--- src/rtl/alu_muldiv_seq_pkg.sv ---
// Shared definitions for the ALU and the multiply/divide sequencer.
//   XLEN_DEF     : operand width (only 32 is supported)
//   alu_ctrl_e   : control codes understood by the combinational alu
//   muldiv_op_e  : operation select carried on req_op
package alu_defs;

  localparam int XLEN_DEF = 32;

  typedef enum logic [3:0] {
    ALU_ADD  = 4'b0000,
    ALU_SUB  = 4'b0001,
    ALU_AND  = 4'b0010,
    ALU_OR   = 4'b0011,
    ALU_XOR  = 4'b0100,
    ALU_SLL  = 4'b0101,
    ALU_SRL  = 4'b0110,
    ALU_SRA  = 4'b0111,
    ALU_SLT  = 4'b1000,
    ALU_SLTU = 4'b1001
  } alu_ctrl_e;

  typedef enum logic [1:0] {
    MD_MUL  = 2'b00,
    MD_DIVU = 2'b01,
    MD_REMU = 2'b10,
    MD_RSVD = 2'b11
  } muldiv_op_e;

endpackage

--- src/rtl/alu_muldiv_seq_if.sv ---
// Request/response bundle between the execute stage and alu_muldiv_seq.
//   req_valid/req_ready : request handshake, accepted when both high
//   req_op/req_a/req_b  : operation and operands, captured on acceptance
//   resp_valid          : one-cycle result pulse
//   resp_data           : result, held until the next result
// master = execute stage, slave = sequencer.
interface alu_muldiv_seq_if;

  logic                          req_valid;
  logic                          req_ready;
  logic [1:0]                    req_op;
  logic [alu_defs::XLEN_DEF-1:0] req_a;
  logic [alu_defs::XLEN_DEF-1:0] req_b;
  logic                          resp_valid;
  logic [alu_defs::XLEN_DEF-1:0] resp_data;

  modport master (
    output req_valid, req_op, req_a, req_b,
    input  req_ready, resp_valid, resp_data
  );

  modport slave (
    input  req_valid, req_op, req_a, req_b,
    output req_ready, resp_valid, resp_data
  );

endinterface

--- src/rtl/alu_muldiv_seq_alu.sv ---
// Combinational ALU shared by the sequencer for its add/sub/compare steps.
//   a, b   : operands
//   ctrl   : operation (alu_ctrl_e)
//   result : operation result
//   zero   : result == 0
module alu
  import alu_defs::*;
#(
  parameter int XLEN = 32
) (
  input  logic [XLEN-1:0] a,
  input  logic [XLEN-1:0] b,
  input  alu_ctrl_e       ctrl,
  output logic [XLEN-1:0] result,
  output logic            zero
);

  localparam int SW = $clog2(XLEN);

  logic [SW-1:0] shamt;
  assign shamt = b[SW-1:0];

  always_comb begin
    result = '0;
    case (ctrl)
      ALU_ADD:  result = a + b;
      ALU_SUB:  result = a - b;
      ALU_AND:  result = a & b;
      ALU_OR:   result = a | b;
      ALU_XOR:  result = a ^ b;
      ALU_SLL:  result = a << shamt;
      ALU_SRL:  result = a >> shamt;
      ALU_SRA:  result = $signed(a) >>> shamt;
      ALU_SLT:  result = {{(XLEN-1){1'b0}}, $signed(a) < $signed(b)};
      ALU_SLTU: result = {{(XLEN-1){1'b0}}, a < b};
      default:  result = '0;
    endcase
  end

  assign zero = (result == '0);

endmodule

--- src/rtl/alu_muldiv_seq.sv ---
// Multi-cycle MUL / DIVU / REMU sequencer built around one combinational alu.
//   clk   : clock, rising edge
//   rst_n : asynchronous active-low reset
//   bus   : slave side of alu_muldiv_seq_if (valid/ready request,
//           single-cycle resp_valid pulse with resp_data)
// MUL is shift-and-add (one cycle per multiplier bit up to its top set bit);
// DIVU/REMU is restoring division (compare cycle per bit, plus a subtract
// cycle for every quotient bit that is 1).
module alu_muldiv_seq
  import alu_defs::*;
#(
  parameter int XLEN = 32
) (
  input  logic             clk,
  input  logic             rst_n,
  alu_muldiv_seq_if.slave  bus
);

  localparam int CW = $clog2(XLEN);

  typedef enum logic [2:0] {
    S_IDLE, S_MUL_RUN, S_DIV_CMP, S_DIV_SUB, S_DONE
  } state_e;

  state_e          state_reg, state_next;
  logic [XLEN-1:0] acc_reg, acc_next;
  logic [XLEN-1:0] mcand_reg, mcand_next;
  logic [XLEN-1:0] mplier_reg, mplier_next;
  logic [XLEN-1:0] rem_reg, rem_next;
  logic [XLEN-1:0] quot_reg, quot_next;
  logic [XLEN-1:0] div_reg, div_next;
  logic [1:0]      op_reg, op_next;
  logic [CW-1:0]   cnt_reg, cnt_next;
  logic            ready_reg, ready_next;
  logic            resp_valid_reg, resp_valid_next;
  logic [XLEN-1:0] resp_data_reg, resp_data_next;

  logic [XLEN-1:0] alu_a, alu_b, alu_result, shifted;
  alu_ctrl_e       alu_ctrl;
  logic            alu_zero_unused;

  alu #(.XLEN(XLEN)) u_alu (
    .a      (alu_a),
    .b      (alu_b),
    .ctrl   (alu_ctrl),
    .result (alu_result),
    .zero   (alu_zero_unused)
  );

  always_ff @(posedge clk or negedge rst_n) begin
    if (!rst_n) begin
      state_reg      <= S_IDLE;
      acc_reg        <= '0;
      mcand_reg      <= '0;
      mplier_reg     <= '0;
      rem_reg        <= '0;
      quot_reg       <= '0;
      div_reg        <= '0;
      op_reg         <= '0;
      cnt_reg        <= '0;
      ready_reg      <= 1'b1;
      resp_valid_reg <= 1'b0;
      resp_data_reg  <= '0;
    end else begin
      state_reg      <= state_next;
      acc_reg        <= acc_next;
      mcand_reg      <= mcand_next;
      mplier_reg     <= mplier_next;
      rem_reg        <= rem_next;
      quot_reg       <= quot_next;
      div_reg        <= div_next;
      op_reg         <= op_next;
      cnt_reg        <= cnt_next;
      ready_reg      <= ready_next;
      resp_valid_reg <= resp_valid_next;
      resp_data_reg  <= resp_data_next;
    end
  end

  // Remainder picks up the next dividend bit from the top of quot.
  assign shifted = {rem_reg[XLEN-2:0], quot_reg[XLEN-1]};

  always_comb begin
    state_next     = state_reg;
    acc_next       = acc_reg;
    mcand_next     = mcand_reg;
    mplier_next    = mplier_reg;
    rem_next       = rem_reg;
    quot_next      = quot_reg;
    div_next       = div_reg;
    op_next        = op_reg;
    cnt_next       = cnt_reg;
    resp_data_next = resp_data_reg;
    alu_a          = '0;
    alu_b          = '0;
    alu_ctrl       = ALU_ADD;

    case (state_reg)
      S_IDLE: begin
        if (bus.req_valid) begin
          op_next = bus.req_op;
          case (bus.req_op)
            MD_MUL: begin
              if (bus.req_a == '0 || bus.req_b == '0) begin
                resp_data_next = '0;
                state_next     = S_DONE;
              end else begin
                acc_next    = '0;
                mcand_next  = bus.req_a;
                mplier_next = bus.req_b;
                state_next  = S_MUL_RUN;
              end
            end
            MD_DIVU, MD_REMU: begin
              div_next = bus.req_b;
              if (bus.req_b == '0) begin
                resp_data_next = (bus.req_op == MD_DIVU) ? '1 : bus.req_a;
                state_next     = S_DONE;
              end else begin
                rem_next   = '0;
                quot_next  = bus.req_a;
                cnt_next   = CW'(XLEN-1);
                state_next = S_DIV_CMP;
              end
            end
            default: begin
              resp_data_next = '0;
              state_next     = S_DONE;
            end
          endcase
        end
      end

      S_MUL_RUN: begin
        alu_a    = acc_reg;
        alu_b    = mcand_reg;
        alu_ctrl = ALU_ADD;
        if (mplier_reg[0]) acc_next = alu_result;
        mcand_next  = mcand_reg << 1;
        mplier_next = mplier_reg >> 1;
        // Stop as soon as no set multiplier bits remain.
        if (mplier_next == '0) begin
          resp_data_next = acc_next;
          state_next     = S_DONE;
        end
      end

      S_DIV_CMP: begin
        alu_a     = shifted;
        alu_b     = div_reg;
        alu_ctrl  = ALU_SLTU;
        rem_next  = shifted;
        quot_next = {quot_reg[XLEN-2:0], 1'b0};
        if (!alu_result[0]) begin
          state_next = S_DIV_SUB;
        end else begin
          cnt_next = cnt_reg - CW'(1);
          if (cnt_reg == '0) begin
            resp_data_next = (op_reg == MD_DIVU) ? quot_next : rem_next;
            state_next     = S_DONE;
          end
        end
      end

      S_DIV_SUB: begin
        alu_a     = rem_reg;
        alu_b     = div_reg;
        alu_ctrl  = ALU_SUB;
        rem_next  = alu_result;
        quot_next = {quot_reg[XLEN-1:1], 1'b1};
        cnt_next  = cnt_reg - CW'(1);
        if (cnt_reg == '0) begin
          resp_data_next = (op_reg == MD_DIVU) ? quot_next : rem_next;
          state_next     = S_DONE;
        end else begin
          state_next = S_DIV_CMP;
        end
      end

      S_DONE: state_next = S_IDLE;

      default: state_next = S_IDLE;
    endcase

    // Outputs are registered from the next state so they line up with it.
    ready_next      = (state_next == S_IDLE);
    resp_valid_next = (state_next == S_DONE);
  end

  assign bus.req_ready  = ready_reg;
  assign bus.resp_valid = resp_valid_reg;
  assign bus.resp_data  = resp_data_reg;

endmodule

--- src/flat_wrapper.sv ---
// flat-port wrapper written by rule: the top's interface ports become plain ports
module alu_muldiv_seq_flat import alu_defs::*;
#(
  parameter int XLEN = 32
)
  (clk, rst_n, bus_req_valid, bus_req_op, bus_req_a, bus_req_b, bus_req_ready, bus_resp_valid, bus_resp_data);
  alu_muldiv_seq_if bus_i ();
  input  logic clk;
  input  logic rst_n;
  input wire logic [$bits(bus_i.req_valid)-1:0] bus_req_valid;
  input wire logic [$bits(bus_i.req_op)-1:0] bus_req_op;
  input wire logic [$bits(bus_i.req_a)-1:0] bus_req_a;
  input wire logic [$bits(bus_i.req_b)-1:0] bus_req_b;
  output wire logic [$bits(bus_i.req_ready)-1:0] bus_req_ready;
  output wire logic [$bits(bus_i.resp_valid)-1:0] bus_resp_valid;
  output wire logic [$bits(bus_i.resp_data)-1:0] bus_resp_data;
  assign bus_i.req_valid = bus_req_valid;
  assign bus_i.req_op = bus_req_op;
  assign bus_i.req_a = bus_req_a;
  assign bus_i.req_b = bus_req_b;
  assign bus_req_ready = bus_i.req_ready;
  assign bus_resp_valid = bus_i.resp_valid;
  assign bus_resp_data = bus_i.resp_data;
  alu_muldiv_seq #(.XLEN(XLEN)) u_core (.clk(clk), .rst_n(rst_n), .bus(bus_i));
endmodule
--- config.mk ---
export PLATFORM = sky130hd
export DESIGN_NAME = alu_muldiv_seq_flat
export DESIGN_NICKNAME = d
export VERILOG_FILES = /design/src/rtl/alu_muldiv_seq_pkg.sv /design/src/rtl/alu_muldiv_seq_if.sv /design/src/rtl/alu_muldiv_seq_alu.sv /design/src/rtl/alu_muldiv_seq.sv /design/src/flat_wrapper.sv
export SDC_FILE = /design/constraint.sdc
export NUM_CORES = 1
export LEC_CHECK = 0
export BUFFER_PORTS_ARGS = -buffer_cell sky130_fd_sc_hd__buf_4
export CELL_PAD_IN_SITES_DETAIL_PLACEMENT = 0
export CELL_PAD_IN_SITES_GLOBAL_PLACEMENT = 2
export CORE_ASPECT_RATIO = 0.7
export CORE_MARGIN = 2
export CORE_UTILIZATION = 40
export CTS_CLUSTER_DIAMETER = 30
export DETAILED_ROUTE_END_ITERATION = 12
export GPL_TIMING_DRIVEN = 0
export PLACE_DENSITY_LB_ADDON = 0.2
export SYNTH_ARGS = -nofsm -noshare
export SYNTH_HDL_FRONTEND = slang
export SYNTH_SLANG_ARGS = --single-unit
export TNS_END_PERCENT = 1
--- constraint.sdc ---
create_clock -name clk -period 12.2 [get_ports clk]
set_clock_uncertainty 0.2 [all_clocks]
set_input_delay 0.61 -clock clk [delete_from_list [all_inputs] [get_ports clk]]
set_output_delay 0.61 -clock clk [all_outputs]
set_load 0.005 [all_outputs]
# Word-level counts from Yosys, hierarchy flattened
# Index checks and enable logic that the tools add are counted.
dict set report totals {
  word_cells 125
  output_inout_bits 34
  in_bits 69
  regBits 236
}
dict set report classes {
  order_cmp 2
  muxes 51
  n_bitwise 4
  shifts 3
  eq_ne 27
  n_reduce_logical 22
  n_addsub 3
}
# op n
set op_table {}
lappend op_table {{$mux 32} 26}
lappend op_table {{$pmux 32 s10} 1}
lappend op_table {{$pmux 32 s2} 5}
lappend op_table {{$pmux 32 s3} 3}
lappend op_table {{$pmux 32 s4} 1}
lappend op_table {{$logic_not 32->1} 3}
lappend op_table {{$lt 32x32->1} 2}
lappend op_table {{$add 32x32->32} 1}
lappend op_table {{$and 32x32->32} 1}
lappend op_table {{$or 32x32->32} 1}
lappend op_table {{$shl 32x5->32} 1}
lappend op_table {{$shr 32x5->32} 1}
lappend op_table {{$sshr 32x5->32} 1}
lappend op_table {{$sub 32x32->32} 1}
lappend op_table {{$xor 32x32->32} 1}
lappend op_table {{$mux 3} 7}
lappend op_table {{$mux 5} 4}
lappend op_table {{$eq 4x3->1 const B} 4}
lappend op_table {{$pmux 5 s3} 1}
lappend op_table {{$pmux 3 s4} 1}
lappend op_table {{$ne 2x2->1 const B} 5}
lappend op_table {{$reduce_and 5->1} 2}
lappend op_table {{$eq 4x2->1 const B} 2}
lappend op_table {{$eq 4x4->1 const B} 2}
lappend op_table {{other kinds (25)} 35}

# Longest topological paths before layout
dict set report logic_depth {
  depth_word 8
  mapped_depth 20
  mapped_depth_nobuf 16
}

# Hierarchy
# A second synthesis with hierarchy kept.
dict set report unflattened {
  cells_unflattened 2894
  area_unflattened_um2 22826.9
}
# module cells_per_inst instances area_per_inst_um2 seq_area_each_um2
set modules_own_cells {}
lappend modules_own_cells {alu_muldiv_seq 1458 1 13072.5 5906.9}
lappend modules_own_cells {alu 1436 1 9754.4 0.0}

# Worst setup path after synthesis
# OpenSTA, ideal clock, no wires.
dict set report synth_path {
  path_type {reg2reg}
  start {register u_core.state_reg[0]}
  end {register u_core.resp_data_reg[20] (netlist: u_core.bus.resp_data[20])}
  path_slack_ns 7.802
  stages_incl_launch_ff 21
  path_buffers 4
  synth_period_minus_slack_ns 4.398
  setup_time_ns 0.126
  arrival_ns 4.072
  required_ns 11.874
  cell_sequence {dfrtp_1 buf_2 clkinv_1 nor3_1 buf_2 clkbuf_1 buf_1 nand2_1 nand2_1 ha_1 inv_1 fa_1 nor2_1 o221ai_1 a211o_1 nand4_1 a31o_2 xnor2_1 a221oi_1 nor2_1 o32a_1}
}
dict set report synth_between {
  elab_chain_len 8
  elab_cells_between_ends 43
  cone_classes {add/sub: 2; order compare: 2; eq/ne: 19; shift: 3; mux: 9; bitwise: 3; reduce/logical: 5}
}
# item line_no
set synth_rtl {}
lappend synth_rtl {{start: declaration} alu_muldiv_seq.sv:25} ;# state_e state_reg, state_next;
lappend synth_rtl {{start signal: assignment} alu_muldiv_seq.sv:65} ;# state_reg <= state_next;
lappend synth_rtl {{$eq 3x2->1} alu_muldiv_seq.sv:98} ;# case (state_reg)
lappend synth_rtl {{$reduce_or 2->1 (no line)} n/a}
lappend synth_rtl {{$pmux 32 s2} alu_muldiv_seq.sv:98}
lappend synth_rtl {{$sub 32x32->32, or another cell as far along} alu_muldiv_seq_alu.sv:27} ;# ALU_SUB: result = a - b;
lappend synth_rtl {{$pmux 32 s10} alu_muldiv_seq_alu.sv:25} ;# case (ctrl)
lappend synth_rtl {{$mux 32 (on tied branches)} {alu_muldiv_seq.sv:173, alu_muldiv_seq.sv:138}}
lappend synth_rtl {{$mux 32 (on tied branches)} {alu_muldiv_seq.sv:172, alu_muldiv_seq.sv:142}}
lappend synth_rtl {{$pmux 32 s4} alu_muldiv_seq.sv:98}
lappend synth_rtl {{end signal: assignment} alu_muldiv_seq.sv:76} ;# resp_data_reg <= resp_data_next;
lappend synth_rtl {{end: declaration} alu_muldiv_seq.sv:36} ;# logic [XLEN-1:0] resp_data_reg, resp_data_next;
# Several ways; a longest one is shown, not always the timed one. The select of a mux whose other input is x is not followed.
# A chain may end at the register's enable or synchronous reset.

# Worst setup path in the final report
dict set report layout_path {
  start {register u_core.state_reg[0]}
  end {register u_core.resp_data_reg[26] (netlist: u_core.bus.resp_data[26])}
}
# Same word-level chain as after synthesis.

==> flow_metrics.py <==
metrics = {
    "cells_and_area": {
        "final_layout_size_suffix_gt1_frac": 0.129,
        "mostFrequentLayoutCell": "sky130_fd_sc_hd__nand2_1",
        "fill_cell_instance_count_of_the_final_layout": 4015,
        "signed_area_change_from_the_synthesized_netlist_to_the_final_layout_pct": 20.7,
        "design_area_um2": 19800,
        "n_antenna_cell": 0,
        "commonest_cells_after_routing_fill_and_taps_aside": "301 x sky130_fd_sc_hd__nand2_1, 274 x sky130_fd_sc_hd__nor2_1, 235 x sky130_fd_sc_hd__dfrtp_1",
        "layout.core_utilization": 0.487,
        "layout.nets": 2341,
    },
    "floorplan": {
        "die_h_um": 174,
        "io-pin-count": 103,
        "dieWidth_um": 246,
        "core_region_area_um2": 40700,
        "floorplan.initialDensity": 0.403,
        "floorplan.die_area_um2": 42700,
        "standard_cell_row_count": 62,
    },
    "route": {
        "wl_mm": 73.5,
        "wl_met1_mm": 32.4,
        "drt_drc_violations_left": 0,
        "drt-initial-drc-count": 1952,
        "post_drt_via_cell_ratio": 6.08,
        "num_vias": 17000,
        "drtPass1Iterations": 5,
        "final_antenna_net_count": 0,
        "total_length_of_routed_met2_wires_mm": 28.7,
        "detail_route.wl_per_cell_um": 26.4,
        "routed.top_layer": "met5",
        "wl_met3_mm": 10.2,
    },
    "sta": {
        "setup_repair_after_global_routing_missed_its_margin": "false",
        "hold_ws_ps": 102,
        "achievable-frequency_ghz": 0.149,
        "worst_slew_margin_rel": 0.0105,
        "post-route-period-util": 0.552,
        "final-setup-viol-count": 0,
        "final.min_clock_period_ps": 6730,
        "max_slew.worst_pin.slew_ps": 1470,
        "report.final.hold_viol_count": 0,
        "totalNegativeSetupSlack_ps": 0,
        "final-max-slew-violation-count": 0,
    },
    "placed_design": {
        "count_of_input_and_output_buffers": 102,
        "placement.cell_area_um2": 18000,
        "dp_hpwl_mm": 57.8,
        "gp_congestion": 0.960,
    },
    "yosys": {
        "synth-seq-area-share": 0.360,
        "most_instantiated_flip_flop_cell_in_the_synthesis_netlist": "sky130_fd_sc_hd__dfrtp_1",
        "avgSynthCellArea_um2": 8.04,
        "syn-num-nets": 2182,
        "ys_seq_elements": 236,
        "ys.warnings.count": 0,
        "post_synth_inst_count": 2044,
        "synth-edff-count": 0,
        "synth_area_um2": 16400,
        "synth_cell_type_count": 80,
        "async_reset_ff_frac": 1.00,
    },
    "global_route": {
        "grt_pass1_wl_mm": 106,
        "grt_antenna_before_repair": 3,
        "overflow": 0,
        "grt_util_all_layers": 0.338,
        "grt_max_degree": 90,
        "grt_pass1_vias": 16100,
    },
    "min_path": {
        "whs_path_depth": 2,
        "min_path_type": "input port to register",
    },
    "worst_setup_path": {
        "timing.critical_path.to": "u_core.bus.resp_data[26]",
        "required_time_of_the_critical_path_ps": 12460,
        "critPathArrivalTime_ps": 6990,
        "r2r_start": "u_core.state_reg[0]",
        "critPathMaxFanout": 10,
        "critical_path_class": "register to register",
        "worst_r2r_path_depth": 19,
        "timing.critical_path.from_type": "register",
        "endpoint_kind": "register",
        "r2r_end": "u_core.bus.resp_data[26]",
        "crit_path_start": "u_core.state_reg[0]",
        "setup.reg_to_reg.worst_slack_ps": 5470,
    },
    "cts": {
        "tritoncts": "yes",
        "cts-root-buf": "sky130_fd_sc_hd__clkbuf_16",
        "cts-root-to-sink-buffers": 3,
        "clkLatencyLatePin_ps": 560,
        "cts_sinks": 236,
        "cts_htree_levels": 2,
        "number_of_buffers_created_by_cts": 51,
        "cts.reportedPaths.clkPinSlew_ps": 50,
    },
    "run_status": {
        "outcome": "complete, but fails checks",
        "failed_checks": "max-capacitance violations",
    },
    "run": {
        "maxCapViolations": 1,
    },
}
-- synth_stat cells (5+ instances only) --
library cell | count | area (um^2)
sky130_fd_sc_hd__nand3_1 | 28 | 140
sky130_fd_sc_hd__a221oi_1 | 50 | 438
sky130_fd_sc_hd__a21oi_1 | 156 | 781
sky130_fd_sc_hd__xnor2_1 | 46 | 403
sky130_fd_sc_hd__a2bb2oi_1 | 7 | 61.3
sky130_fd_sc_hd__nor2_1 | 274 | 1030
sky130_fd_sc_hd__or2_2 | 7 | 43.8
sky130_fd_sc_hd__dfrtp_1 | 235 | 5880
sky130_fd_sc_hd__a21o_1 | 23 | 173
sky130_fd_sc_hd__buf_1 | 21 | 78.8
sky130_fd_sc_hd__nand2_1 | 301 | 1130
sky130_fd_sc_hd__mux2i_1 | 47 | 470
sky130_fd_sc_hd__and2_1 | 6 | 37.5
sky130_fd_sc_hd__or3_1 | 5 | 31.3
sky130_fd_sc_hd__o21a_1 | 7 | 52.6
sky130_fd_sc_hd__o21ai_0 | 129 | 646
sky130_fd_sc_hd__a221o_1 | 6 | 60.1
sky130_fd_sc_hd__a32oi_1 | 6 | 52.6
sky130_fd_sc_hd__a211oi_1 | 19 | 143
sky130_fd_sc_hd__buf_2 | 18 | 90.1
sky130_fd_sc_hd__o21bai_1 | 10 | 75.1
sky130_fd_sc_hd__nor3_1 | 24 | 120
sky130_fd_sc_hd__a31oi_1 | 78 | 488
sky130_fd_sc_hd__nand2b_1 | 17 | 106
sky130_fd_sc_hd__o221ai_1 | 10 | 87.6
sky130_fd_sc_hd__nor2b_1 | 11 | 68.8
sky130_fd_sc_hd__o31ai_1 | 15 | 113
sky130_fd_sc_hd__o2111ai_1 | 6 | 52.6
sky130_fd_sc_hd__a22o_1 | 6 | 52.6
sky130_fd_sc_hd__inv_1 | 72 | 270
sky130_fd_sc_hd__o211ai_1 | 21 | 158
sky130_fd_sc_hd__clkbuf_1 | 104 | 390
sky130_fd_sc_hd__mux2_2 | 36 | 405
sky130_fd_sc_hd__a22oi_1 | 52 | 390
sky130_fd_sc_hd__nand4_1 | 12 | 75.1
sky130_fd_sc_hd__ha_1 | 67 | 838
sky130_fd_sc_hd__nor4_1 | 34 | 213
-- cell families after synthesis --
kind of cell / Yosys count / synth area share
AOI/OAI and AO/OA: 653 / 0.266
xor gates and xnor gates: 50 / 0.0267
adders and majority gates: 69 / 0.0535
buffers and inverters: 223 / 0.0537
DFF: 236 / 0.360
muxes: 83 / 0.0533
and+or+nand+nor: 730 / 0.188
-- worst min path at each step --
stage	from	end	slack, ps
final	bus_req_b[1]	u_core.div_reg[1]	100
after global placement	u_core.mcand_reg[0]	u_core.mcand_reg[0]	260
after CTS	bus_req_b[1]	u_core.div_reg[1]	90
after detailed placement	u_core.mcand_reg[0]	u_core.mcand_reg[0]	270
after global routing	bus_req_b[1]	u_core.div_reg[1]	100
after floorplan	rst_n	u_core.acc_reg[0]	110
-- final cells by class --
| type | instances | area (um^2) | area share |
|---|---|---|---|
| clock inverter | 35 | 482 | 0.0243 |
| tap | 544 | 681 | 0.0343 |
| buffer | 148 | 601 | 0.0303 |
| inverter | 75 | 282 | 0.0142 |
| sequential | 236 | 5910 | 0.298 |
| multi-input combinational | 1585 | 9640 | 0.486 |
| timing repair buffer | 106 | 850 | 0.0429 |
| clock buffer | 59 | 1380 | 0.0695 |
-- critical path, stage by stage, from the launching register on --
cell and delay, ps:
sky130_fd_sc_hd__dfrtp_1 330, sky130_fd_sc_hd__buf_2 230, sky130_fd_sc_hd__clkinv_1 410, sky130_fd_sc_hd__nor3_1 350, sky130_fd_sc_hd__buf_2 440, sky130_fd_sc_hd__clkbuf_1 580, sky130_fd_sc_hd__buf_1 560, sky130_fd_sc_hd__nand2_1 150
sky130_fd_sc_hd__nand2_1 160, sky130_fd_sc_hd__ha_1 240, sky130_fd_sc_hd__fa_1 290, sky130_fd_sc_hd__nand2b_1 160, sky130_fd_sc_hd__a21o_1 160, sky130_fd_sc_hd__a21o_1 150, sky130_fd_sc_hd__o221ai_1 310, sky130_fd_sc_hd__a21oi_1 700
sky130_fd_sc_hd__o31ai_1 180, sky130_fd_sc_hd__xnor2_1 610, sky130_fd_sc_hd__o211ai_1 200, sky130_fd_sc_hd__o22a_1 220
-- through the flow --
stage,instances,setup WS [ps]
2_1_floorplan,2044,7800
3_3_place_gp,2690,5650
3_5_place_dp,2693,5700
4_1_cts,2788,5680
5_1_grt,2788,5130
6_report,2788,5470
-- timing repair --
| item | in CTS | in global routing |
|---|---|---|
| endpoints found under the hold margin | 88 | 0 |
| resized for setup | 0 | 0 |
| buffers inserted | 0 | 0 |
| hold buffers | 1 | 0 |
-- per-layer routing --
metal  up-vias  track usage
met5         -       0.0215
met4         2       0.0914
met3       113        0.142
met2       918        0.453
met1      8206        0.489
li1       7715            -
Power is left out: the tool's default activity adds up to more than one toggle a clock period on the data nets, which glitch-free logic cannot reach.
